File: src/rtl/channel_accum_blk_pkg.sv
// Shared definitions for the channel accumulator: default lane width,
// FSM state encodings and the partial-sum BRAM read latency.

`ifndef DW
`define DW 16
`endif

package channel_accum_blk_pkg;

    // Cycles from address/sel to i_psum_data.
    localparam int PSUM_RD_LAT = 1;

    typedef enum logic [1:0] {
        S_IDLE  = 2'd0,
        S_READ  = 2'd1,
        S_DRAIN = 2'd2,
        S_DONE  = 2'd3
    } state_t;

endpackage

File: src/rtl/channel_accum_blk_lane_act_sat.sv
// lane_act_sat: combinational reduction of one accumulator lane to DW bits.
// Build option ACCUM_RELU_EN: when defined, negative sums clamp to 0 (ReLU)
// and positive sums saturate to the DW max. When undefined, the result is a
// plain signed saturation to the DW range.

module lane_act_sat #(
    parameter int DW    = 16,
    parameter int ACC_W = 18
) (
    input  logic signed [ACC_W-1:0] i_acc,
    output logic signed [DW-1:0]    o_res
);

    localparam logic signed [ACC_W-1:0] MAX_V = {{(ACC_W-DW+1){1'b0}}, {(DW-1){1'b1}}};
`ifndef ACCUM_RELU_EN
    localparam logic signed [ACC_W-1:0] MIN_V = {{(ACC_W-DW+1){1'b1}}, {(DW-1){1'b0}}};
`endif

    // Clamp the wide sum into the DW output range.
    always_comb begin
        o_res = i_acc[DW-1:0];
`ifdef ACCUM_RELU_EN
        if (i_acc[ACC_W-1]) begin
            o_res = '0;
        end else if (i_acc > MAX_V) begin
            o_res = MAX_V[DW-1:0];
        end
`else
        if (i_acc > MAX_V) begin
            o_res = MAX_V[DW-1:0];
        end else if (i_acc < MIN_V) begin
            o_res = MIN_V[DW-1:0];
        end
`endif
    end

endmodule

File: src/rtl/channel_accum_blk.sv
// channel_accum_blk: after the conv layer finishes, reduces the IN_FM_CH
// partial-sum BRAMs plus a per-lane bias into one activated result word per
// address. Activation behaviour is selected by the ACCUM_RELU_EN build macro
// (see lane_act_sat).
//
// state   | meaning
// --------+--------------------------------------------------------------
// S_IDLE  | waiting for i_start; read address parked at 0
// S_READ  | one read per cycle, channel inner loop, address outer loop
// S_DRAIN | all reads issued; waiting for the final result write
// S_DONE  | one-cycle o_done pulse, then back to idle

`ifndef DW
`define DW 16
`endif

module channel_accum_blk
    import channel_accum_blk_pkg::*;
#(
    parameter int IN_FM_CH  = 3,
    parameter int LANES     = 4,
    parameter int DW        = `DW,
    parameter int OUT_DEPTH = 169
) (
    input  logic                         i_clk,
    input  logic                         i_rst,
    input  logic                         i_start,
    input  logic [DW*LANES-1:0]          i_bias,
    output logic [$clog2(OUT_DEPTH)-1:0] o_psum_bram_r_addr,
    output logic [$clog2(IN_FM_CH):0]    o_psum_bram_r_sel,
    input  logic [DW*LANES-1:0]          i_psum_data,
    output logic [DW*LANES-1:0]          o_result,
    output logic                         o_result_w_en,
    output logic [$clog2(OUT_DEPTH)-1:0] o_result_w_addr,
    output logic                         o_busy,
    output logic                         o_done
);

    localparam int ACC_W = DW + $clog2(IN_FM_CH + 1);
    localparam int AW    = $clog2(OUT_DEPTH);
    localparam int SW    = $clog2(IN_FM_CH) + 1;
    localparam logic [SW-1:0] LAST_CH   = SW'(IN_FM_CH - 1);
    localparam logic [AW-1:0] LAST_ADDR = AW'(OUT_DEPTH - 1);

    state_t                        state_q, state_d;
    logic [AW-1:0]                 rd_addr_q;
    logic [SW-1:0]                 rd_ch_q;
    logic [DW*LANES-1:0]           bias_q;
    logic                          last_rd;

    logic                          tag_vld_q  [PSUM_RD_LAT];
    logic [SW-1:0]                 tag_ch_q   [PSUM_RD_LAT];
    logic [AW-1:0]                 tag_addr_q [PSUM_RD_LAT];
    logic                          tag_vld;
    logic [SW-1:0]                 tag_ch;
    logic [AW-1:0]                 tag_addr;

    logic [LANES-1:0][ACC_W-1:0]   acc_q, acc_d;
    logic [LANES-1:0][DW-1:0]      act_res;
    logic [DW*LANES-1:0]           res_q;
    logic                          w_en_q;
    logic [AW-1:0]                 w_addr_q;

    assign last_rd  = (state_q == S_READ) && (rd_ch_q == LAST_CH) && (rd_addr_q == LAST_ADDR);
    assign tag_vld  = tag_vld_q[PSUM_RD_LAT-1];
    assign tag_ch   = tag_ch_q[PSUM_RD_LAT-1];
    assign tag_addr = tag_addr_q[PSUM_RD_LAT-1];

    // State register.
    always_ff @(posedge i_clk) begin
        if (i_rst) state_q <= S_IDLE;
        else       state_q <= state_d;
    end

    // Next-state logic; DRAIN ends on the write of the last address.
    always_comb begin
        state_d = state_q;
        case (state_q)
            S_IDLE:  if (i_start) state_d = S_READ;
            S_READ:  if (last_rd) state_d = S_DRAIN;
            S_DRAIN: if (w_en_q && (w_addr_q == LAST_ADDR)) state_d = S_DONE;
            S_DONE:  state_d = S_IDLE;
            default: state_d = S_IDLE;
        endcase
    end

    // Read address/channel counters and bias capture; start is only honoured in idle.
    always_ff @(posedge i_clk) begin
        if (i_rst) begin
            rd_addr_q <= '0;
            rd_ch_q   <= '0;
            bias_q    <= '0;
        end else begin
            case (state_q)
                S_IDLE: begin
                    if (i_start) begin
                        bias_q    <= i_bias;
                        rd_addr_q <= '0;
                        rd_ch_q   <= '0;
                    end
                end
                S_READ: begin
                    if (rd_ch_q == LAST_CH) begin
                        rd_ch_q <= '0;
                        if (rd_addr_q != LAST_ADDR) rd_addr_q <= rd_addr_q + AW'(1);
                    end else begin
                        rd_ch_q <= rd_ch_q + SW'(1);
                    end
                end
                S_DONE:  rd_addr_q <= '0;
                default: ;
            endcase
        end
    end

    // Valid/channel/address tag delayed to line up with the BRAM read data.
    always_ff @(posedge i_clk) begin
        if (i_rst) begin
            for (int i = 0; i < PSUM_RD_LAT; i++) begin
                tag_vld_q[i]  <= 1'b0;
                tag_ch_q[i]   <= '0;
                tag_addr_q[i] <= '0;
            end
        end else begin
            tag_vld_q[0]  <= (state_q == S_READ);
            tag_ch_q[0]   <= rd_ch_q;
            tag_addr_q[0] <= rd_addr_q;
            for (int i = 1; i < PSUM_RD_LAT; i++) begin
                tag_vld_q[i]  <= tag_vld_q[i-1];
                tag_ch_q[i]   <= tag_ch_q[i-1];
                tag_addr_q[i] <= tag_addr_q[i-1];
            end
        end
    end

    // Per-lane accumulate: channel 0 restarts from the bias, then activate.
    for (genvar l = 0; l < LANES; l++) begin : g_lane
        logic signed [ACC_W-1:0] psum_x, bias_x, base_x;
        assign psum_x   = {{(ACC_W-DW){i_psum_data[l*DW+DW-1]}}, i_psum_data[l*DW +: DW]};
        assign bias_x   = {{(ACC_W-DW){bias_q[l*DW+DW-1]}}, bias_q[l*DW +: DW]};
        assign base_x   = (tag_ch == '0) ? bias_x : $signed(acc_q[l]);
        assign acc_d[l] = base_x + psum_x;

        lane_act_sat #(
            .DW    (DW),
            .ACC_W (ACC_W)
        ) u_act (
            .i_acc (acc_d[l]),
            .o_res (act_res[l])
        );
    end

    // Accumulator update and result write on the last channel of each address.
    always_ff @(posedge i_clk) begin
        if (i_rst) begin
            acc_q    <= '0;
            res_q    <= '0;
            w_en_q   <= 1'b0;
            w_addr_q <= '0;
        end else begin
            w_en_q <= 1'b0;
            if (tag_vld) begin
                acc_q <= acc_d;
                if (tag_ch == LAST_CH) begin
                    w_en_q   <= 1'b1;
                    w_addr_q <= tag_addr;
                    res_q    <= act_res;
                end
            end
        end
    end

    assign o_psum_bram_r_addr = rd_addr_q;
    assign o_psum_bram_r_sel  = rd_ch_q;
    assign o_result           = res_q;
    assign o_result_w_en      = w_en_q;
    assign o_result_w_addr    = w_addr_q;
    assign o_busy             = (state_q != S_IDLE);
    assign o_done             = (state_q == S_DONE);

endmodule

File: config.mk
export PLATFORM = sky130hd
export DESIGN_NAME = channel_accum_blk
export DESIGN_NICKNAME = d
export VERILOG_FILES = /design/src/rtl/channel_accum_blk_pkg.sv /design/src/rtl/channel_accum_blk_lane_act_sat.sv /design/src/rtl/channel_accum_blk.sv
export SDC_FILE = /design/constraint.sdc
export NUM_CORES = 1
export LEC_CHECK = 0
export CAP_MARGIN = 0
export CORE_ASPECT_RATIO = 1.75
export CORE_MARGIN = 2
export CORE_UTILIZATION = 55
export DETAILED_ROUTE_END_ITERATION = 8
export GPL_ROUTABILITY_DRIVEN = 0
export PLACE_DENSITY = 0.88
export SETUP_SLACK_MARGIN = 0.3
export SLEW_MARGIN = 20
export SYNTH_ARGS = -nofsm -noshare
export SYNTH_HDL_FRONTEND = slang
export SYNTH_SLANG_ARGS = --single-unit
export TNS_END_PERCENT = 100
File: constraint.sdc
create_clock -name i_clk -period 9.3 [get_ports i_clk]
set_input_delay 0.93 -clock i_clk [delete_from_list [all_inputs] [get_ports i_clk]]
set_output_delay 0.93 -clock i_clk [all_outputs]
set_load 0.02 [all_outputs]
Word level (Yosys, flattened, before mapping)
Memories as Yosys holds them, arrays and structs flattened. A register that Yosys moved wholly into a read port is not among the register bits.
Index checks and enable logic that the tools add are counted.
{ "word_totals": {"inputBits": 131, "memories": 3, "wordCells": 91, "mem_bits_rw": 12, "ff_bits": 214} }
{ "mem_list": {"columns": ["name", "depth", "word_bits", "read_ports", "rd_ports_with_merged_regs", "wr", "line_no", "text"], "rows": [
  ["tag_addr_q", 1, 8, 1, 1, 1, "channel_accum_blk.sv:53", "logic [AW-1:0] tag_addr_q [PSUM_RD_LAT];"],
  ["tag_ch_q", 1, 3, 1, 0, 1, "channel_accum_blk.sv:52", "logic [SW-1:0] tag_ch_q [PSUM_RD_LAT];"],
  ["tag_vld_q", 1, 1, 1, 0, 1, "channel_accum_blk.sv:51", "logic tag_vld_q [PSUM_RD_LAT];"]
]} }
{ "classes": {"mux": 33, "bitwise_logic": 1, "addsub": 6, "eq_ne": 13, "reduce_logical": 17, "magnitude_cmp": 8} }
{ "ops": {"columns": ["cell", "count"], "rows": [
  ["$mux W16", 8],
  ["$add A18 B16 Y18", 4],
  ["$gt A18 B16 Y1 const B", 4],
  ["$lt A18 B16 Y1 const B", 4],
  ["$mux W18", 4],
  ["$mux W8", 4],
  ["$pmux W8 S3", 1],
  ["$eq A8 B8 Y1 const B", 2],
  ["$mux W3", 3],
  ["$add A8 B1 Y8 const B", 1],
  ["$mux W1", 8],
  ["$ne A8 B8 Y1 const B", 1],
  ["$pmux W2 S4", 1],
  ["$reduce_or A8 Y1", 1],
  ["$eq A3 B2 Y1 const B", 2],
  ["$mux W2", 3],
  ["$ne A2 B2 Y1 const B", 3],
  ["$pmux W3 S2", 1],
  ["$reduce_and A2 Y1", 3],
  ["$eq A2 B2 Y1 const B", 2],
  ["$ne A2 B1 Y1 const B", 2],
  ["$reduce_and A4 Y1", 1],
  ["$reduce_bool A2 Y1", 2],
  ["$add A3 B1 Y3 const B", 1],
  ["other kinds (10)", 12]
]} }

Longest topological paths before layout
{ "logic_depth": {"ltp_word": 6, "mapped_depth": 19, "ltp_nobuf": 15} }

By module
A second synthesis with hierarchy kept.
{ "unflattened": {"cells_unflattened": 1851, "hier_area_um2": 13713.2} }
{ "modules_own_cells": {"columns": ["mod", "seq_area_each_um2", "cells_per_inst", "instances", "area_each_um2"], "rows": [
  ["channel_accum_blk", 4684.5, 1635, 1, 12406.9],
  ["lane_act_sat", 0.0, 54, 4, 326.6]
]} }

Least setup slack after synthesis
OpenSTA, ideal clock, no wires.
{ "synth_path": {"path_kind": "register to register", "from": "mem tag_ch_q[0][2] in the netlist's numbering", "to": "reg res_q[48], in the netlist o_result[48]", "path_slack_ns": 5.468, "period_less_slack_ns": 3.832, "required_time_ns": 9.214, "t_arrival_ns": 3.746, "path_buffers": 3, "path_stages_with_launch": 18, "path_cell_list": "dfxtp_1 -> or3_1 -> buf_2 -> clkbuf_1 -> nand2_1 -> nand2_1 -> ha_1 -> fa_1 -> a211oi_2 -> nor4_1 -> or2_1 -> o41ai_2 -> o21ai_1 -> xor2_1 -> clkbuf_1 -> o21a_1 -> nor2_1 -> a211oi_1"} }
{ "synth_lines": {"columns": ["element", "line_no", "text"], "rows": [
  ["start, declared", "channel_accum_blk.sv:52", null],
  ["end signal, assigned", "channel_accum_blk.sv:167", "res_q <= act_res;"],
  ["end, declared", "channel_accum_blk.sv:60", "logic [DW*LANES-1:0] res_q;"]
]} }

==> flow_metrics.tcl <==
set metrics [dict create \
    status "finished, final reports clean" \
    cts_setup_buffers 0 \
    die_width_um 120.5 \
    hold-worst-slack_ns 0.4395 \
    synth_warnings 0 \
    grt_pass1_wl_mm 58.47 \
    ir_drop_v 0.0001492 \
    track_usage_pct 28.34 \
    core_area_um2 23330 \
    postLayoutCoreUtil_pct 68.91 \
    ys.flop_type "dfxtp_1" \
    crit_path_end_kind "register" \
    max_freq_ghz 0.2036 \
    vias 12562 \
    area_delta_synth_final_pct 23.15 \
    synth_fp_nets 1891 \
    via_per_inst 5.800 \
    drt-pass1-iter-count 5 \
    critPathRequiredTime_ns 9.73 \
    synth_top_area_share_pct 35.88 \
    numCtsBuffers 23 \
    row_count 74 \
    yosysTopAreaCell "dfxtp_1" \
    layout-drive-gt1-share_pct 4.247 \
    clock_path_buffers 3 \
    pin_count 217 \
    drc 0 \
    skew_ns 0.01091 \
    postSynthAreaPerCell_um2 7.762 \
    worst-setup-path-type "register to register" \
    clk_latency_ns 0.52 \
    cts-htree-levels 1 \
    antenna_found_initial 1 \
    min_path_type "register to register" \
    path_clk_slew_ns 0.06 \
    ys_async_sr_fraction_pct 0 \
    ys_types 76 \
    post_cts_resized 0 \
    synth_seq_area_share_pct 35.88 \
    cap_violations 0 \
    netlist_instances 1682 \
    portBuffers 216 \
    wire_per_inst_um 16.87 \
    yosysMostFrequentCell "nand2_1" \
    synth_area_um2 13060 \
    antenna_left 0 \
    final_cell_count_no_fill 2166 \
    fin_crit_sh_pct 52.81 \
    wirelength_mm 36.55 \
    synth_top_cells_by_area "dfxtp_1 (36%), nand2_1 (12%), ha_1 (7.1%)" \
    cts_tree "yes" \
    die_area_um2 25040 \
    dp.final_hpwl_mm 26.55 \
    root_buffer "clkbuf_16" \
    die_h_um 207.8 \
    grt_max_degree 79 \
    setup_violations 0 \
    path_max_fanout 44 \
    cts_hold_buf 0 \
    drv_slew 0 \
    place_inst 2126 \
    grt_pass1_vias 12495 \
    worstMarginPinSlew_ns 0.9937 \
    synth.top_cells.by_count "nand2_1 (411), dfxtp_1 (234), nor2_1 (159)" \
    initial_core_util_pct 55.96 \
    tns_ns 0 \
    yosys_register_bits 234 \
    cp.arrival_ns 5.34 \
    final_nets 2056 \
    synth_edf_count 0 \
    period_needed_ns 4.911 \
    cts.sinks 234 \
    rsz0062_at_grt "no" \
    slew-limit-headroom_pct 33.54 \
    startpoint_type "register" \
    initialDrtViolationCount 852 \
    p_per_area_nw_per_um2 222.8 \
    rrSetupSlack_ns 4.39 \
    p_leak_nw 6.567 \
    hold_viol 0 \
    grt.overflow.total 0 \
]
## routing by layer
metal,vias to the layer above,track usage [%],share of wire (%)
met3,120,2.857,4.9
met1,5845,30.61,38
met2,438,52.39,51
met5,-,0,0
li1,6159,-,-
met4,0,16.40,5.5
## metrics by stage
| step | setup WS [ns] | instance area [um2] | total power, mW |
|---|---|---|---|
| 2_1_floorplan | 5.468 | 13060 | 2.325 |
| 3_3_place_gp | 4.693 | 15380 | 2.633 |
| 3_5_place_dp | 4.532 | 15380 | 2.687 |
| 4_1_cts | 4.498 | 16070 | 3.581 |
| 5_1_grt | 4.086 | 16080 | 3.800 |
| 6_report | 4.389 | 16080 | 3.582 |
## power by group
group          switching [mW]  internal [mW]
Combinational           0.903          0.589
Clock                   0.389          0.495
Sequential             0.0887           1.12
## flip-flops by register name, indices dropped and copies added (netlist names)
signal,cells
o_result_w_addr,8
o_psum_bram_r_sel,3
tag_addr_q,8
acc_q,72
o_result,64
o_psum_bram_r_addr,8
tag_ch_q,3
o_result_w_en,1
bias_q,64
tag_vld_q,1
state_q,2
## cells in the final DEF (no fill, tap or decap), types with 8 or more instances in the layout
| cell | Yosys | layout |
|---|---|---|
| xnor2_1 | 42 | 42 |
| mux2i_1 | 58 | 58 |
| nand4_1 | 8 | 8 |
| nor2b_1 | 15 | 15 |
| a22o_1 | 14 | 14 |
| ha_1 | 74 | 74 |
| nand2b_1 | 13 | 13 |
| a21o_1 | 44 | 44 |
| a21oi_1 | 150 | 150 |
| nand3_1 | 35 | 35 |
| nor2_1 | 159 | 158 |
| o21bai_1 | 11 | 11 |
| a211oi_1 | 35 | 35 |
| clkbuf_16 | 0 | 23 |
| o21ai_0 | 62 | 62 |
| inv_1 | 31 | 31 |
| buf_4 | 0 | 13 |
| xor2_1 | 19 | 19 |
| nor3_1 | 17 | 17 |
| dfxtp_1 | 234 | 233 |
| nand2_1 | 411 | 410 |
| a31oi_1 | 9 | 8 |
| clkdlybuf4s50_1 | 0 | 215 |
| o21a_1 | 15 | 15 |
| o221ai_1 | 9 | 9 |
## critical path, stage by stage, from the launching register on
cell and delay, ns:
dfxtp_1 0.42, or3_2 0.54, buf_4 0.54, nand2_1 0.10, nand2_1 0.09, ha_1 0.20, inv_1 0.07, fa_1 0.40
nor2b_1 0.15, o31a_1 0.19, nor3_1 0.08, o211a_1 0.28, a211oi_1 0.39, a211oi_2 0.12, o21ai_1 0.71, nand2b_1 0.17
a211oi_1 0.29
## final timing paths
| kind | endpoint | startpoint | cells past startpoint |
|---|---|---|---|
| hold reg to reg | o_result_w_addr[3] | tag_addr_q[0][3] | 2 |
| setup / recovery | o_result[23] | tag_ch_q[0][1] | 16 |
| hold / removal | o_result_w_addr[3] | tag_addr_q[0][3] | 2 |
| setup reg to reg | o_result[23] | tag_ch_q[0][1] | 16 |
## layout make-up
type                    instances  area [um2]
diodes                          2       5.005
clock buffers                  34       666.9
repair buffers                229        2261
multi-input cells            1327        7929
clock inverters                 4       28.78
flip-flops and latches        234        4688
inverters                      32       120.1
well taps                     304       380.4
fillers                      1929        7253
## logic make-up after synthesis
group	Yosys count	share of synthesized area [%]
AOI/OAI and AO/OA	421	21.23
muxes	59	4.533
xor gates and xnor gates	62	4.217
DFF	234	35.88
adders and majority gates	78	7.705
and+or+nand+nor	707	22.89
buffers and inverters	121	3.546
No activity file was read; power rests on OpenSTA's default activity.
